--- src/rtl/dma_pkg.sv ---
// Shared definitions for the DMA command interface: register map,
// STATUS bit positions, DMA progress bit positions and FSM states.
package dma_pkg;

    localparam logic [4:0] REG_CTRL    = 5'h00;
    localparam logic [4:0] REG_LENGTH  = 5'h04;
    localparam logic [4:0] REG_SRC_LSB = 5'h08;
    localparam logic [4:0] REG_SRC_MSB = 5'h0C;
    localparam logic [4:0] REG_DST_LSB = 5'h10;
    localparam logic [4:0] REG_DST_MSB = 5'h14;
    localparam logic [4:0] REG_STATUS  = 5'h18;
    localparam logic [4:0] REG_ACK     = 5'h1C;

    localparam int ST_LOAD   = 1;
    localparam int ST_STORE  = 2;
    localparam int ST_CMPL   = 3;
    localparam int ST_ACTIVE = 4;
    localparam int ST_REJECT = 5;
    localparam int ST_TMO    = 6;

    localparam int VALID_LOAD  = 1;
    localparam int VALID_STORE = 2;
    localparam int VALID_DONE  = 3;

    typedef enum logic [1:0] {
        S_IDLE,
        S_BUSY,
        S_COMPLETE,
        S_ACK
    } state_t;

endpackage

--- src/rtl/dma_cmd_if.sv ---
// Register-mapped command front end for a DMA engine.
// Optional busy watchdog enabled by defining DMA_CMD_TIMEOUT_EN.
module dma_cmd_if
    import dma_pkg::*;
#(
    parameter int DATA_WIDTH     = 32,
    parameter int TIMEOUT_CYCLES = 4096
) (
    input  logic                  clk_i,
    input  logic                  rst_ni,
    input  logic                  req_i,
    input  logic                  we_i,
    input  logic [4:0]            addr_i,
    input  logic [DATA_WIDTH-1:0] wdata_i,
    output logic                  gnt_o,
    output logic                  rvalid_o,
    output logic [DATA_WIDTH-1:0] rdata_o,
    output logic [DATA_WIDTH-1:0] start_o,
    output logic [DATA_WIDTH-1:0] length_o,
    output logic [DATA_WIDTH-1:0] source_addr_lsb_o,
    output logic [DATA_WIDTH-1:0] source_addr_msb_o,
    output logic [DATA_WIDTH-1:0] dest_addr_lsb_o,
    output logic [DATA_WIDTH-1:0] dest_addr_msb_o,
    output logic [DATA_WIDTH-1:0] done_o,
    input  logic [DATA_WIDTH-1:0] valid_i,
    output logic                  irq_o
);

    state_t state_q, state_d;

    logic wr, rd;
    logic ctrl_go, ack_go, cfg_wr;
    logic dma_done, tmo_hit;
    logic enter_busy, to_complete, reject;
    logic [1:0] st_acc;
    logic st_cmpl, st_rej, st_tmo;
    logic [DATA_WIDTH-1:0] status;
    logic [DATA_WIDTH-1:0] rd_mux;
    logic unused_valid;

    assign gnt_o    = req_i;
    assign wr       = req_i & we_i;
    assign rd       = req_i & ~we_i;
    assign ctrl_go  = wr && (addr_i == REG_CTRL) && wdata_i[0];
    assign ack_go   = wr && (addr_i == REG_ACK) && wdata_i[0];
    assign cfg_wr   = wr && (addr_i inside {REG_LENGTH, REG_SRC_LSB,
                      REG_SRC_MSB, REG_DST_LSB, REG_DST_MSB});
    assign dma_done = valid_i[VALID_DONE];
    assign unused_valid = ^{valid_i[DATA_WIDTH-1:4], valid_i[0]};

`ifdef DMA_CMD_TIMEOUT_EN
    localparam int CW = $clog2(TIMEOUT_CYCLES + 1);
    logic [CW-1:0] tmo_cnt;

    assign tmo_hit = (state_q == S_BUSY)
                  && (tmo_cnt == CW'(TIMEOUT_CYCLES - 1));

    // Held at zero outside BUSY, so every BUSY entry starts a fresh count
    always_ff @(posedge clk_i or negedge rst_ni) begin
        if (!rst_ni) begin
            tmo_cnt <= '0;
        end else if (state_q != S_BUSY) begin
            tmo_cnt <= '0;
        end else if (!tmo_hit) begin
            tmo_cnt <= tmo_cnt + 1'b1;
        end
    end
`else
    localparam int unused_tmo = TIMEOUT_CYCLES;
    assign tmo_hit = 1'b0;
`endif

    always_ff @(posedge clk_i or negedge rst_ni) begin
        if (!rst_ni) state_q <= S_IDLE;
        else         state_q <= state_d;
    end

    always_comb begin
        state_d = state_q;
        unique case (state_q)
            S_IDLE:     if (ctrl_go) state_d = S_BUSY;
            S_BUSY:     if (dma_done || tmo_hit) state_d = S_COMPLETE;
            S_COMPLETE: if (ack_go) state_d = S_ACK;
            S_ACK:      if (!dma_done) state_d = S_IDLE;
            default:    state_d = S_IDLE;
        endcase
    end

    always_comb begin
        start_o    = '0;
        done_o     = '0;
        start_o[0] = (state_q == S_BUSY);
        done_o[0]  = (state_q == S_ACK);
        irq_o      = (state_q == S_COMPLETE);
    end

    always_ff @(posedge clk_i or negedge rst_ni) begin
        if (!rst_ni) begin
            length_o          <= '0;
            source_addr_lsb_o <= '0;
            source_addr_msb_o <= '0;
            dest_addr_lsb_o   <= '0;
            dest_addr_msb_o   <= '0;
        end else if (wr && state_q == S_IDLE) begin
            case (addr_i)
                REG_LENGTH:  length_o          <= wdata_i;
                REG_SRC_LSB: source_addr_lsb_o <= wdata_i;
                REG_SRC_MSB: source_addr_msb_o <= wdata_i;
                REG_DST_LSB: dest_addr_lsb_o   <= wdata_i;
                REG_DST_MSB: dest_addr_msb_o   <= wdata_i;
                default: ;
            endcase
        end
    end

    assign enter_busy  = (state_q == S_IDLE) && ctrl_go;
    assign to_complete = (state_q == S_BUSY) && (dma_done || tmo_hit);
    assign reject      = (cfg_wr || ctrl_go) && (state_q != S_IDLE);

    always_ff @(posedge clk_i or negedge rst_ni) begin
        if (!rst_ni) begin
            st_acc  <= '0;
            st_cmpl <= 1'b0;
            st_tmo  <= 1'b0;
            st_rej  <= 1'b0;
        end else begin
            if (enter_busy) begin
                st_acc  <= '0;
                st_cmpl <= 1'b0;
                st_tmo  <= 1'b0;
            end else begin
                if (state_q == S_BUSY)
                    st_acc <= st_acc | valid_i[VALID_STORE:VALID_LOAD];
                if (to_complete) st_cmpl <= 1'b1;
                if (tmo_hit)     st_tmo  <= 1'b1;
            end
            if (reject) st_rej <= 1'b1;
        end
    end

    always_comb begin
        status            = '0;
        status[ST_LOAD]   = st_acc[0];
        status[ST_STORE]  = st_acc[1];
        status[ST_CMPL]   = st_cmpl;
        status[ST_ACTIVE] = (state_q != S_IDLE);
        status[ST_REJECT] = st_rej;
        status[ST_TMO]    = st_tmo;
    end

    always_comb begin
        rd_mux = '0;
        case (addr_i)
            REG_LENGTH:  rd_mux = length_o;
            REG_SRC_LSB: rd_mux = source_addr_lsb_o;
            REG_SRC_MSB: rd_mux = source_addr_msb_o;
            REG_DST_LSB: rd_mux = dest_addr_lsb_o;
            REG_DST_MSB: rd_mux = dest_addr_msb_o;
            REG_STATUS:  rd_mux = status;
            default:     rd_mux = '0;
        endcase
    end

    // Data is only non-zero in the response cycle of a read
    always_ff @(posedge clk_i or negedge rst_ni) begin
        if (!rst_ni) begin
            rvalid_o <= 1'b0;
            rdata_o  <= '0;
        end else begin
            rvalid_o <= req_i;
            rdata_o  <= rd ? rd_mux : '0;
        end
    end

endmodule

--- config.mk ---
export PLATFORM = sky130hd
export DESIGN_NAME = dma_cmd_if
export DESIGN_NICKNAME = d
export VERILOG_FILES = /design/src/rtl/dma_pkg.sv /design/src/rtl/dma_cmd_if.sv
export SDC_FILE = /design/constraint.sdc
export NUM_CORES = 1
export LEC_CHECK = 0
export ABC_AREA = 1
export CAP_MARGIN = 30
export CORE_ASPECT_RATIO = 2
export CORE_UTILIZATION = 50
export DETAILED_ROUTE_END_ITERATION = 8
export DONT_BUFFER_PORTS = 1
export PLACE_DENSITY = 0.68
export SETUP_SLACK_MARGIN = 0.2
export SYNTH_ARGS = -nofsm -noshare
export SYNTH_HDL_FRONTEND = slang
export SYNTH_SLANG_ARGS = --single-unit
--- constraint.sdc ---
create_clock -name clk_i -period 1.57 [get_ports clk_i]
set_input_delay 0.2355 -clock clk_i [delete_from_list [all_inputs] [get_ports clk_i]]
set_output_delay 0.2355 -clock clk_i [all_outputs]
set_load 0.01 [all_outputs]
==> results.txt, run 1 <==
----------------------------------------------------
[Status]
  Status ... complete, but fails checks
  Violations in the final reports ... design-rule violations, negative hold slack

[Logic synthesis]
  Cell type with the highest aggregate area in the netlist ... dfrtp_1
  FFs w/ async S/R, synth ... 1.00
  Ranking of synthesized cells by area ... dfrtp_1 54%, nand2_1 12%, o21ai_0 5.9%
  Yosys Warn Count ... 0
  Area of the mapped netlist ... 0.00926 sq mm
  Arithmetic-cell share of the synthesized area counting full adders, half adders and majority gates ... 0.00676
  Largest family of logic cells by synthesized area ... simple AND/OR/NAND/NOR gates
  Number of distinct library cells after synthesis ... 25
  Sequential element share of the synthesized area ... 0.538
  Xor and xnor fraction of the mapped netlist area ... 0
  Cells after Synth ... 1,057
  Share of the synthesized area in compound gates (AO/OA/AOI/OAI) ... 0.104
  Post-synthesis mux area share ... 0.00108
  Ranking of synthesized cells by instance count ... 305 x nand2_1, 199 x dfrtp_1, 110 x o21ai_0
  Simple-gate area share of the yosys netlist ... 0.238
  Prevailing post-synth register cell ... dfrtp_1
  Number of synthesized flops with an enable pin ... 0
  Synth top area share ... 0.538
  Synthesis-stage register bit count ... 199
  Most common cell in the synthesized netlist ... nand2_1
  Syn Area/Cell ... 8.76 sq um

[Timing]
  Ratio of final minimum period to clock period ... 0.992
  Relative slew slack ... 0.666
  Final-report hold violation count ... 199
  # setup viols final ... 0
  Min cycle time layout ... 1.56 ns
  Highest attainable clock frequency ... 642 MHz
  Worst-Margin Slew ... 0.502 ns
  Number of slew-limit violations in the final report ... 0
  Post-route clock skew ... 0.00779 ns
  Final-layout setup total negative slack ... 0 ns
  Unrepaired setup endpoints after global routing ... yes
  WHS ... -0.515 ns

[Final layout]
  Fill count ... 1,557
  Number of nets in the layout ... 1,133
  Synthesis-to-finish area growth ... 15.0%
  Number of diodes added for antenna fixing ... 0
  Post-route cell area ... 0.0106 sq mm
  Share of post-route cells with drive strength above 1 ... 0.199

[Clock tree]
  Bufs on Longest Clock Path ... 2
  Number of buffers inserted during clock tree synthesis ... 17
  Clock slew at reported path FFs ... 0.08 ns
  Root buffer cell ... clkbuf_16
  Hold buffer count at cts ... 2
  Clock H-tree levels ... 4
  Clock Sinks ... 199
  Clock tree from TritonCTS ... built
  Clock latency on the worst-skew pair ... 0.44 ns

[Worst setup path]
  Critical path launch point type ... register
  Stage delay of the slowest cell on the critical path ... 0.39 ns
  R2R Setup Slk ... 0.02 ns
  Slowest-stage cell, CP ... dfrtp_1
  CP Cell Sequence ... buf_4, ha_2, buf_6
  Kind of end point of the critical path ... output pin
  Data arrival time at the worst-slack endpoint ... 1.32 ns
  Startpoint-to-endpoint class of the critical path ... register to output pin
  Maximum fanout encountered on the critical timing path ... 4
  WP data required ... 1.33 ns

[Placed design]
  Global placement routability congestion ... 0.822
  Dpl hpwl ... 16.9 mm
  # port buffers ... 0
  Area post-placement ... 0.00947 sq mm

[GRT]
  Total gr overflow ... 0
  Number of antenna violations at the first check in global routing ... 0
  Vias in the first global route ... 6,962
  Overall fraction of global-route tracks in use ... 0.274
  Wire length of the first global-routing pass ... 39.6 mm
  Pin count of the biggest net entering global routing ... 200

[Floorplanning]
  Vert. Die Dim ... 194 microns
  Die Area ... 0.0191 sq mm
  Effective utilization at floorplan ... 0.508
  Number of cell rows ... 70
  Die extent in x ... 98.2 microns
  Placeable core area ... 0.0182 sq mm
  Ports ... 332

[Detailed routing]
  Antenna-violating nets left ... 0
  Routed len/inst ... 21.3 microns
  DR DRC count ... 22
  Detailed-route via count ... 7,426
  Final WL ... 27.4 mm
  Vias per Instance ... 5.78
  Router iterations before antenna repair ... 9
  DR iter-0 viols ... 482

[Power]
  Worst vdd rail ir drop ... 0.796 mV
  Pleak ... 5.17 nW
  Power density relative to cell area ... 1270 mW/mm^2

[Run]
  Count of maximum capacitance violations ... 0

[Min path]
  Worst Hold Class ... input pin to asynchronous set/reset pin

----------------------------------------------------
## final cells by class
cell class / instances / area, sq um / share of cell area
sequential: 199 / 4980 / 0.468
multi-input combinational: 735 / 3890 / 0.366
timing repair buffer: 47 / 698 / 0.0656
clock buffer: 17 / 425 / 0.0400
tap: 216 / 270 / 0.0254
inverter: 55 / 209 / 0.0196
clock inverter: 15 / 165 / 0.0155
## worst max-delay path: cells and delay by family, from the launching register on
| kind | cells | cell delay [ns] |
|---|---|---|
| adder cells (fa/ha/maj) | 1 | 0.20 |
| flip-flops | 1 | 0.39 |
| buffers and inverters | 2 | 0.29 |
## where the power goes
part	internal [mW]	switching, mW
sequential	5.85	1.25
clock	2.39	2.09
combinational	0.857	1.02
## registers in the layout, summed over array words and instances, names as in the netlist
signal	flops
st_acc	2
source_addr_lsb_o	32
source_addr_msb_o	32
st_rej	1
length_o	32
dest_addr_lsb_o	32
rvalid_o	1
rdata_o	32
dest_addr_msb_o	32
state_q	2
st_cmpl	1
## final timing paths
check	from	end	depth (start not counted)
hold reg to reg	st_rej	st_rej	2
setup reg to reg	state_q[1]	source_addr_lsb_o[31]	9
setup / recovery	state_q[0]	start_o[0]	3
max in group asynchronous	rst_ni	source_addr_msb_o[27]	0
hold / removal	rst_ni	length_o[7]	0
min in group clk_i	valid_i[1]	st_acc[0]	4
## stage by stage
stage,std cells,setup slack [ns],hold WS [ns],util,power [mW]
3_3_place_gp,1237,0.0719,-0.0563,0.520,8.66
3_5_place_dp,1237,0.0445,-0.0570,0.520,8.73
4_1_cts,1273,0.0287,-0.529,0.556,13.2
6_report,1284,0.0125,-0.515,0.584,13.5
5_1_grt,1284,-0.0875,-0.533,0.584,14.0
2_1_floorplan,1118,0.0606,-0.0601,-,8.20
## cell usage in the layout (no fill, tap or decap), types with 13 or more instances in the layout
master,count
buf_12,13
nand2_4,23
dfrtp_1,199
clkbuf_16,24
nand2_2,40
o21ai_1,107
nor2_1,62
inv_1,51
buf_4,19
conb_1,62
nand3_1,32
nand2_1,244
o21ai_2,49
nand4_1,85
## routing by layer
metal,share of wire,wire length [microns],vias to the layer above,track usage
li1,-,-,3366,-
met2,0.55,15100,362,0.491
met1,0.34,9250,3628,0.296
met4,0.039,1070,0,0.139
met5,0,0,-,0
met3,0.072,1970,70,0.0669
## repair_timing
| action | CTS | global route |
|---|---|---|
| resized for setup | 6 | 109 |
| setup endpoints to repair | 165 | 165 |
| pin swaps | 0 | 1 |
| buffers inserted | 1 | 2 |
| hold endpoints to repair | 201 | 199 |
| cloned | 1 | 9 |
## kinds of logic (layout without fill, tap and decap cells)
logic type / count (synthesis) / count (layout)
buf+inv: 184 / 134
fa+ha+maj: 5 / 5
mux: 1 / 1
simple gates: 499 / 499
flops: 199 / 199
compound gates: 168 / 168
other cells: 1 / 62
Power figures use the tool's default switching activity.
==> run 2, diff against run 1 <==
Settings changed: GPL_ROUTABILITY_DRIVEN set to 0.
==> results of run 2 <==
No change in the layout: final DEF, timing and power equal those of run 1.
==> run 3, diff against run 2 <==
Settings changed: SKIP_LAST_GASP set to 1.
==> results of run 3 <==
No change in the layout: final DEF, timing and power equal those of run 1.
